### src/rtl/calc_pkg.sv
// Shared encodings and constants for the sign-magnitude calculator engine.
package calc_pkg;

  // Width of the decimal-limit arithmetic; operand width W must not exceed it.
  localparam int unsigned PowW = 128;

  typedef logic [1:0] op_t;
  localparam op_t OpAdd = 2'b00;
  localparam op_t OpSub = 2'b01;
  localparam op_t OpMul = 2'b10;
  localparam op_t OpDiv = 2'b11;

  typedef logic [1:0] err_t;
  localparam err_t ErrNone    = 2'b00;
  localparam err_t ErrOvf     = 2'b01;
  localparam err_t ErrDivZero = 2'b10;

  typedef logic [2:0] state_t;
  localparam state_t StIdle   = 3'd0;
  localparam state_t StAddSub = 3'd1;
  localparam state_t StMul    = 3'd2;
  localparam state_t StDiv    = 3'd3;
  localparam state_t StCheck  = 3'd4;

  function automatic logic [PowW-1:0] pow10(input int unsigned n);
    logic [PowW-1:0] r;
    r = PowW'(1);
    for (int unsigned i = 0; i < n; i++) begin
      r = r * PowW'(10);
    end
    return r;
  endfunction

endpackage

### src/rtl/calc_muldiv_iter.sv
// Iterative unsigned shift-add multiplier / restoring divider, one bit per cycle for W cycles.
module calc_muldiv_iter #(
  parameter int unsigned W = 40
) (
  input  logic         i_clk,
  input  logic         i_reset,
  input  logic         i_start,
  input  logic         i_div,
  input  logic [W-1:0] i_a,
  input  logic [W-1:0] i_b,
  output logic         o_done,
  output logic [W-1:0] o_result,
  output logic         o_ovf
);

  localparam int unsigned CntW = $clog2(W);

  logic            busy_q;
  logic            div_q;
  logic [CntW-1:0] cnt_q;
  // acc: product high half (MUL) or partial remainder (DIV); sh: multiplier/quotient shifter
  logic [W:0]      acc_q, acc_d;
  logic [W-1:0]    sh_q, sh_d;
  logic [W-1:0]    opnd_q;

  logic [W:0]      mul_sum;
  logic [W:0]      div_shift;
  logic [W+1:0]    div_diff;

  always_comb begin
    mul_sum   = {1'b0, acc_q[W-1:0]} + (sh_q[0] ? {1'b0, opnd_q} : '0);
    div_shift = {acc_q[W-1:0], sh_q[W-1]};
    div_diff  = {1'b0, div_shift} - {2'b00, opnd_q};
    if (div_q) begin
      if (!div_diff[W+1]) begin
        acc_d = div_diff[W:0];
        sh_d  = {sh_q[W-2:0], 1'b1};
      end else begin
        acc_d = div_shift;
        sh_d  = {sh_q[W-2:0], 1'b0};
      end
    end else begin
      acc_d = {1'b0, mul_sum[W:1]};
      sh_d  = {mul_sum[0], sh_q[W-1:1]};
    end
  end

  // Done flags the cycle in which the final step is taken; results are valid afterwards.
  assign o_done   = busy_q && (cnt_q == CntW'(W - 1));
  assign o_result = sh_q;
  assign o_ovf    = !div_q && (|acc_q);

  always_ff @(posedge i_clk or posedge i_reset) begin
    if (i_reset) begin
      busy_q <= 1'b0;
      div_q  <= 1'b0;
      cnt_q  <= '0;
      acc_q  <= '0;
      sh_q   <= '0;
      opnd_q <= '0;
    end else if (i_start) begin
      busy_q <= 1'b1;
      div_q  <= i_div;
      cnt_q  <= '0;
      acc_q  <= '0;
      sh_q   <= i_div ? i_a : i_b;
      opnd_q <= i_div ? i_b : i_a;
    end else if (busy_q) begin
      acc_q <= acc_d;
      sh_q  <= sh_d;
      cnt_q <= cnt_q + 1'b1;
      if (o_done) begin
        busy_q <= 1'b0;
      end
    end
  end

endmodule

### src/rtl/calc_engine.sv
// Sign-magnitude four-function calculator with decimal overflow limits and sticky error.
module calc_engine
  import calc_pkg::*;
#(
  parameter int unsigned W      = 40,
  parameter int unsigned DIGITS = 6
) (
  input  logic         i_clk,
  input  logic         i_reset,
  input  logic         i_start,
  input  logic [1:0]   i_op,
  input  logic [W-1:0] i_a,
  input  logic [W-1:0] i_b,
  input  logic         i_a_neg,
  input  logic         i_b_neg,
  input  logic         i_clear,
  output logic         o_busy,
  output logic         o_done,
  output logic [W-1:0] o_result,
  output logic         o_neg,
  output logic         o_err,
  output logic [1:0]   o_err_code
);

  localparam logic [PowW-1:0] PosLim = pow10(DIGITS) - PowW'(1);
  localparam logic [PowW-1:0] NegLim = pow10(DIGITS - 1) - PowW'(1);

  state_t       state_q, state_d;
  op_t          op_q, op_d;
  logic [W-1:0] a_q, a_d, b_q, b_d;
  logic         a_neg_q, a_neg_d, b_neg_q, b_neg_d;
  logic [W-1:0] mag_q, mag_d;
  logic         neg_q, neg_d, ovf_q, ovf_d, dz_q, dz_d;
  logic         done_q, done_d;
  logic [W-1:0] result_q, result_d;
  logic         res_neg_q, res_neg_d;
  logic         err_q, err_d;
  err_t         code_q, code_d;

  logic         accept, iter_start, iter_div, iter_done, iter_ovf;
  logic [W-1:0] iter_result;

  assign accept     = (state_q == StIdle) && i_start && !err_q;
  assign iter_div   = (i_op == OpDiv);
  assign iter_start = accept && (i_op == OpMul || (iter_div && i_b != '0));

  calc_muldiv_iter #(
    .W(W)
  ) u_iter (
    .i_clk   (i_clk),
    .i_reset (i_reset),
    .i_start (iter_start),
    .i_div   (iter_div),
    .i_a     (i_a),
    .i_b     (i_b),
    .o_done  (iter_done),
    .o_result(iter_result),
    .o_ovf   (iter_ovf)
  );

  // Signed-magnitude add: SUB flips the sign of b, then larger magnitude wins.
  logic         eff_b_neg;
  logic [W:0]   add_sum;
  logic [W-1:0] as_mag;
  logic         as_neg, as_ovf;

  always_comb begin
    eff_b_neg = b_neg_q ^ (op_q == OpSub);
    add_sum   = {1'b0, a_q} + {1'b0, b_q};
    as_ovf    = 1'b0;
    if (a_neg_q == eff_b_neg) begin
      as_mag = add_sum[W-1:0];
      as_neg = a_neg_q;
      as_ovf = add_sum[W];
    end else if (a_q >= b_q) begin
      as_mag = a_q - b_q;
      as_neg = a_neg_q;
    end else begin
      as_mag = b_q - a_q;
      as_neg = eff_b_neg;
    end
  end

  // MUL/DIV results stay held in the iterator after it finishes, so CHECK reads them directly.
  logic [W-1:0]    chk_mag;
  logic [PowW-1:0] chk_mag_ext;
  logic            chk_neg, chk_ovf, chk_err;

  always_comb begin
    chk_mag     = op_q[1] ? iter_result : mag_q;
    chk_neg     = op_q[1] ? (a_neg_q ^ b_neg_q) : neg_q;
    chk_mag_ext = PowW'(chk_mag);
    chk_ovf     = (op_q[1] ? iter_ovf : ovf_q) ||
                  (chk_mag_ext > (chk_neg ? NegLim : PosLim));
    chk_err     = dz_q || chk_ovf;
  end

  always_comb begin
    state_d   = state_q;
    op_d      = op_q;
    a_d       = a_q;
    b_d       = b_q;
    a_neg_d   = a_neg_q;
    b_neg_d   = b_neg_q;
    mag_d     = mag_q;
    neg_d     = neg_q;
    ovf_d     = ovf_q;
    dz_d      = dz_q;
    done_d    = 1'b0;
    result_d  = result_q;
    res_neg_d = res_neg_q;
    err_d     = err_q;
    code_d    = code_q;

    if (i_clear) begin
      err_d  = 1'b0;
      code_d = ErrNone;
    end

    case (state_q)
      StIdle: begin
        if (accept) begin
          op_d    = i_op;
          a_d     = i_a;
          b_d     = i_b;
          a_neg_d = i_a_neg;
          b_neg_d = i_b_neg;
          ovf_d   = 1'b0;
          dz_d    = 1'b0;
          if (i_op == OpMul) begin
            state_d = StMul;
          end else if (i_op == OpDiv) begin
            state_d = StDiv;
          end else begin
            state_d = StAddSub;
          end
        end
      end
      StAddSub: begin
        mag_d   = as_mag;
        neg_d   = as_neg;
        ovf_d   = as_ovf;
        state_d = StCheck;
      end
      StMul: begin
        if (iter_done) begin
          state_d = StCheck;
        end
      end
      StDiv: begin
        if (b_q == '0) begin
          dz_d    = 1'b1;
          state_d = StCheck;
        end else if (iter_done) begin
          state_d = StCheck;
        end
      end
      StCheck: begin
        done_d  = 1'b1;
        state_d = StIdle;
        if (chk_err) begin
          result_d  = '0;
          res_neg_d = 1'b0;
          err_d     = 1'b1;
          code_d    = dz_q ? ErrDivZero : ErrOvf;
        end else begin
          result_d  = chk_mag;
          res_neg_d = chk_neg && (chk_mag != '0);
        end
      end
      default: state_d = StIdle;
    endcase
  end

  always_ff @(posedge i_clk or posedge i_reset) begin
    if (i_reset) begin
      state_q   <= StIdle;
      op_q      <= OpAdd;
      a_q       <= '0;
      b_q       <= '0;
      a_neg_q   <= 1'b0;
      b_neg_q   <= 1'b0;
      mag_q     <= '0;
      neg_q     <= 1'b0;
      ovf_q     <= 1'b0;
      dz_q      <= 1'b0;
      done_q    <= 1'b0;
      result_q  <= '0;
      res_neg_q <= 1'b0;
      err_q     <= 1'b0;
      code_q    <= ErrNone;
    end else begin
      state_q   <= state_d;
      op_q      <= op_d;
      a_q       <= a_d;
      b_q       <= b_d;
      a_neg_q   <= a_neg_d;
      b_neg_q   <= b_neg_d;
      mag_q     <= mag_d;
      neg_q     <= neg_d;
      ovf_q     <= ovf_d;
      dz_q      <= dz_d;
      done_q    <= done_d;
      result_q  <= result_d;
      res_neg_q <= res_neg_d;
      err_q     <= err_d;
      code_q    <= code_d;
    end
  end

  assign o_busy     = (state_q != StIdle);
  assign o_done     = done_q;
  assign o_result   = result_q;
  assign o_neg      = res_neg_q;
  assign o_err      = err_q;
  assign o_err_code = code_q;

endmodule

### config.mk
export PLATFORM = sky130hd
export DESIGN_NAME = calc_engine
export DESIGN_NICKNAME = d
export VERILOG_FILES = /design/src/rtl/calc_pkg.sv /design/src/rtl/calc_muldiv_iter.sv /design/src/rtl/calc_engine.sv
export SDC_FILE = /design/constraint.sdc
export NUM_CORES = 1
export LEC_CHECK = 0
export BUFFER_PORTS_ARGS = -buffer_cell sky130_fd_sc_hd__buf_2
export CAP_MARGIN = 20
export CORE_UTILIZATION = 45
export DETAILED_ROUTE_END_ITERATION = 10
export PLACE_DENSITY_LB_ADDON = 0.1
export SYNTH_ARGS = -nofsm -noshare
export SYNTH_HDL_FRONTEND = slang
export SYNTH_SLANG_ARGS = --single-unit
### constraint.sdc
create_clock -name i_clk -period 8.3 [get_ports i_clk]
set_input_delay 0.415 -clock i_clk [delete_from_list [all_inputs] [get_ports i_clk]]
set_output_delay 0.415 -clock i_clk [all_outputs]
set_load 0.01 [all_outputs]
==> metrics.txt <==
status=finished clean; Core ar.=56390 um2; port bufs=between 100 and 150; setup bufs post-CTS=0; Post-CTS Hold Buffers=0; die area=roughly 58000 um2; H-tree depth=2; cells after synthesis=roughly 3200; clk_lat worst skew=0.57 ns; Yosys cell types=between 90 and 100; Non-Filler Instances=4009; site row count=87; HPWL Detailed=73.10 mm; RR Startpoint=a_q[20]; synthesis-stage register bit count=304; vias in the first global route=roughly 23000; Final Cycle Share=0.5466; first-pass GRT wire length=144.2 mm; DIE HEIGHT=~240 um; Clock Path Buffers=3; P&R area growth vs syn=9.789%; DRC violations left=0; CTS tree=done; Seq/Total Area, Yosys=0.2965; post-synth top area cell=dfrtp_1; reg2reg end=mag_q[37]; CP Capture Type=flip-flop; CTS buffer count=39; All-Layer GR Usage=0.3250; clock slew at reported path FFs=0.06 ns; ANT nets after route=0; most common cell after layout, fill and taps aside=nand2_1; vias per inst=between 6 and 7; Most used DFF post-synth=dfrtp_1; Final WS setup=about 3.8 ns; setup TNS=0 ns; pre-CTS WS=3.857 ns; multi-input combinational cell area=approximately 17000 um2; Slew HR=0.2771; fin. max-slew vios=0; most frequent cells in the layout=nand2_1 (406), o21ai_0 (350), dfrtp_1 (301); Nets=between 3000 and 4000; crit path launch type=flip-flop; initial antenna violation count=3; Avg Synthesized Cell Area=between 8 and 9 um2; Final Util=0.4995; r2r worst-path depth=14; DRT iter0 DRCs=2077; Synth area leaders=dfrtp_1 (30%), ha_1 (10%), o21ai_0 (6.8%); EDFF count, synth=0; beginning of the critical path=a_q[20]; HP Class=in -> async; final hold viol count=0; drt first pass iters=7; die width=240.8 um; max-cap violations=0; Clock Sink Count=304; Tightest Pin Transition=1.057 ns; PostCTS Resize Cnt=0; CP max FO=19; critical setup path kind=reg -> reg; largest net degree at the start of global routing=around 150; R2R Setup Slk=3.76 ns; synth warn=0; RSZ-0062 raised after global routing=no; Remaining Overflow, GRT=0; Post-Route WL=94.82 mm; placed insts=3939; GP Congestion=about 0.95; io pins=134; syn_nets=between 3000 and 4000; CTS root buf=clkbuf_16; Clock Skews=roughly 0.014 ns; Register Area=7616 um2; Post-Syn Area=~26000 um2; via count=24520; Final setup viols=0; routed wire length per instance=approximately 24 um; Final min period=around 4.5 ns; Crit path required time=about 8.7 ns; initial core utilization=0.4550; layout cell share with drive strength beyond 1=0.08582; Async SR Flop Fraction=1.000; Synth top area share=0.2965; fmax=around 0.22 GHz; CP Data Arrival Time=4.96 ns; # fillers=between 5000 and 6000
[flip-flops by register name, summed over array words and instances (netlist names), 2 cells and up]
register and cells:
a_q 40, b_q 40, mag_q 40, o_err_code 2, o_result 40, op_q 2
state_q 3, u_iter.acc_q 41, u_iter.cnt_q 6, u_iter.o_result 40, u_iter.opnd_q 40
[cells by family after synthesis]
group	synth area share
simple gates	0.1810
compound gates	0.2605
flops	0.2965
xor+xnor	0.03517
fa+ha+maj	0.1039
mux	0.06521
buf+inv	0.05765
[cells in the mapped netlist (all sizes together) (55+ instances only)]
library cell  number
dfrtp            304
clkbuf           122
a21o              62
buf               55
inv              197
ha               205
mux2i            148
nor3              55
and2              73
xnor2             71
o211ai            68
nor2             192
nand2            409
a21oi            227
o21ai            362
[worst max path at each step]
stage | to | slack, ns | cells past startpoint
2_1_floorplan | a_neg_q | 3.84 | 1
3_3_place_gp | u_iter.acc_q[35] | 3.68 | 10
3_5_place_dp | mag_q[36] | 3.86 | 14
4_1_cts | mag_q[36] | 3.83 | 14
5_1_grt | mag_q[37] | 3.59 | 14
6_report | mag_q[37] | 3.76 | 14
[critical path, cell delays in order (launching register included)]
cell      delay, ns
dfrtp_1        0.37
inv_1          0.07
ha_1           0.65
nand4_1        0.31
nor4_1         0.60
a41oi_1        0.21
o211ai_1       0.16
o21ai_1        0.10
buf_4          0.21
nand2_1        0.46
buf_4          0.37
nor3_1         0.09
a221oi_1       0.50
o21a_1         0.20
o31ai_1        0.06
[layout make-up]
cell class | instances | area share
multi-input combinational | 2521 | 0.5903
sequential | 304 | 0.2704
clock buffer | 51 | 0.03949
tap | 756 | 0.03359
timing repair buffer | 159 | 0.03092
inverter | 199 | 0.02665
clock inverter | 17 | 0.008441
antenna | 2 | 0.0001777
[per-stage QoR]
| stage | area [um2] | hold slack, ns |
|---|---|---|
| floorplan | 25660 | 0.4380 |
| global placement | 26800 | 0.4549 |
| detailed placement | 26810 | 0.4640 |
| CTS | 28160 | 0.01199 |
| global route | 28160 | 0.03769 |
| finish | 28160 | 0.03300 |
[per-layer routing]
metal	vias up	wire [um]	part of all wire	global-route usage
li1	11590	-	-	-
met1	12010	43400	0.46	0.4539
met2	762	42840	0.45	0.5105
met3	159	4967	0.052	0.04323
met4	4	3588	0.038	0.1226
met5	-	26	0.00027	0
Power is left out: the tool's default activity adds up to more than one toggle a clock period on the data nets, which glitch-free logic cannot reach.
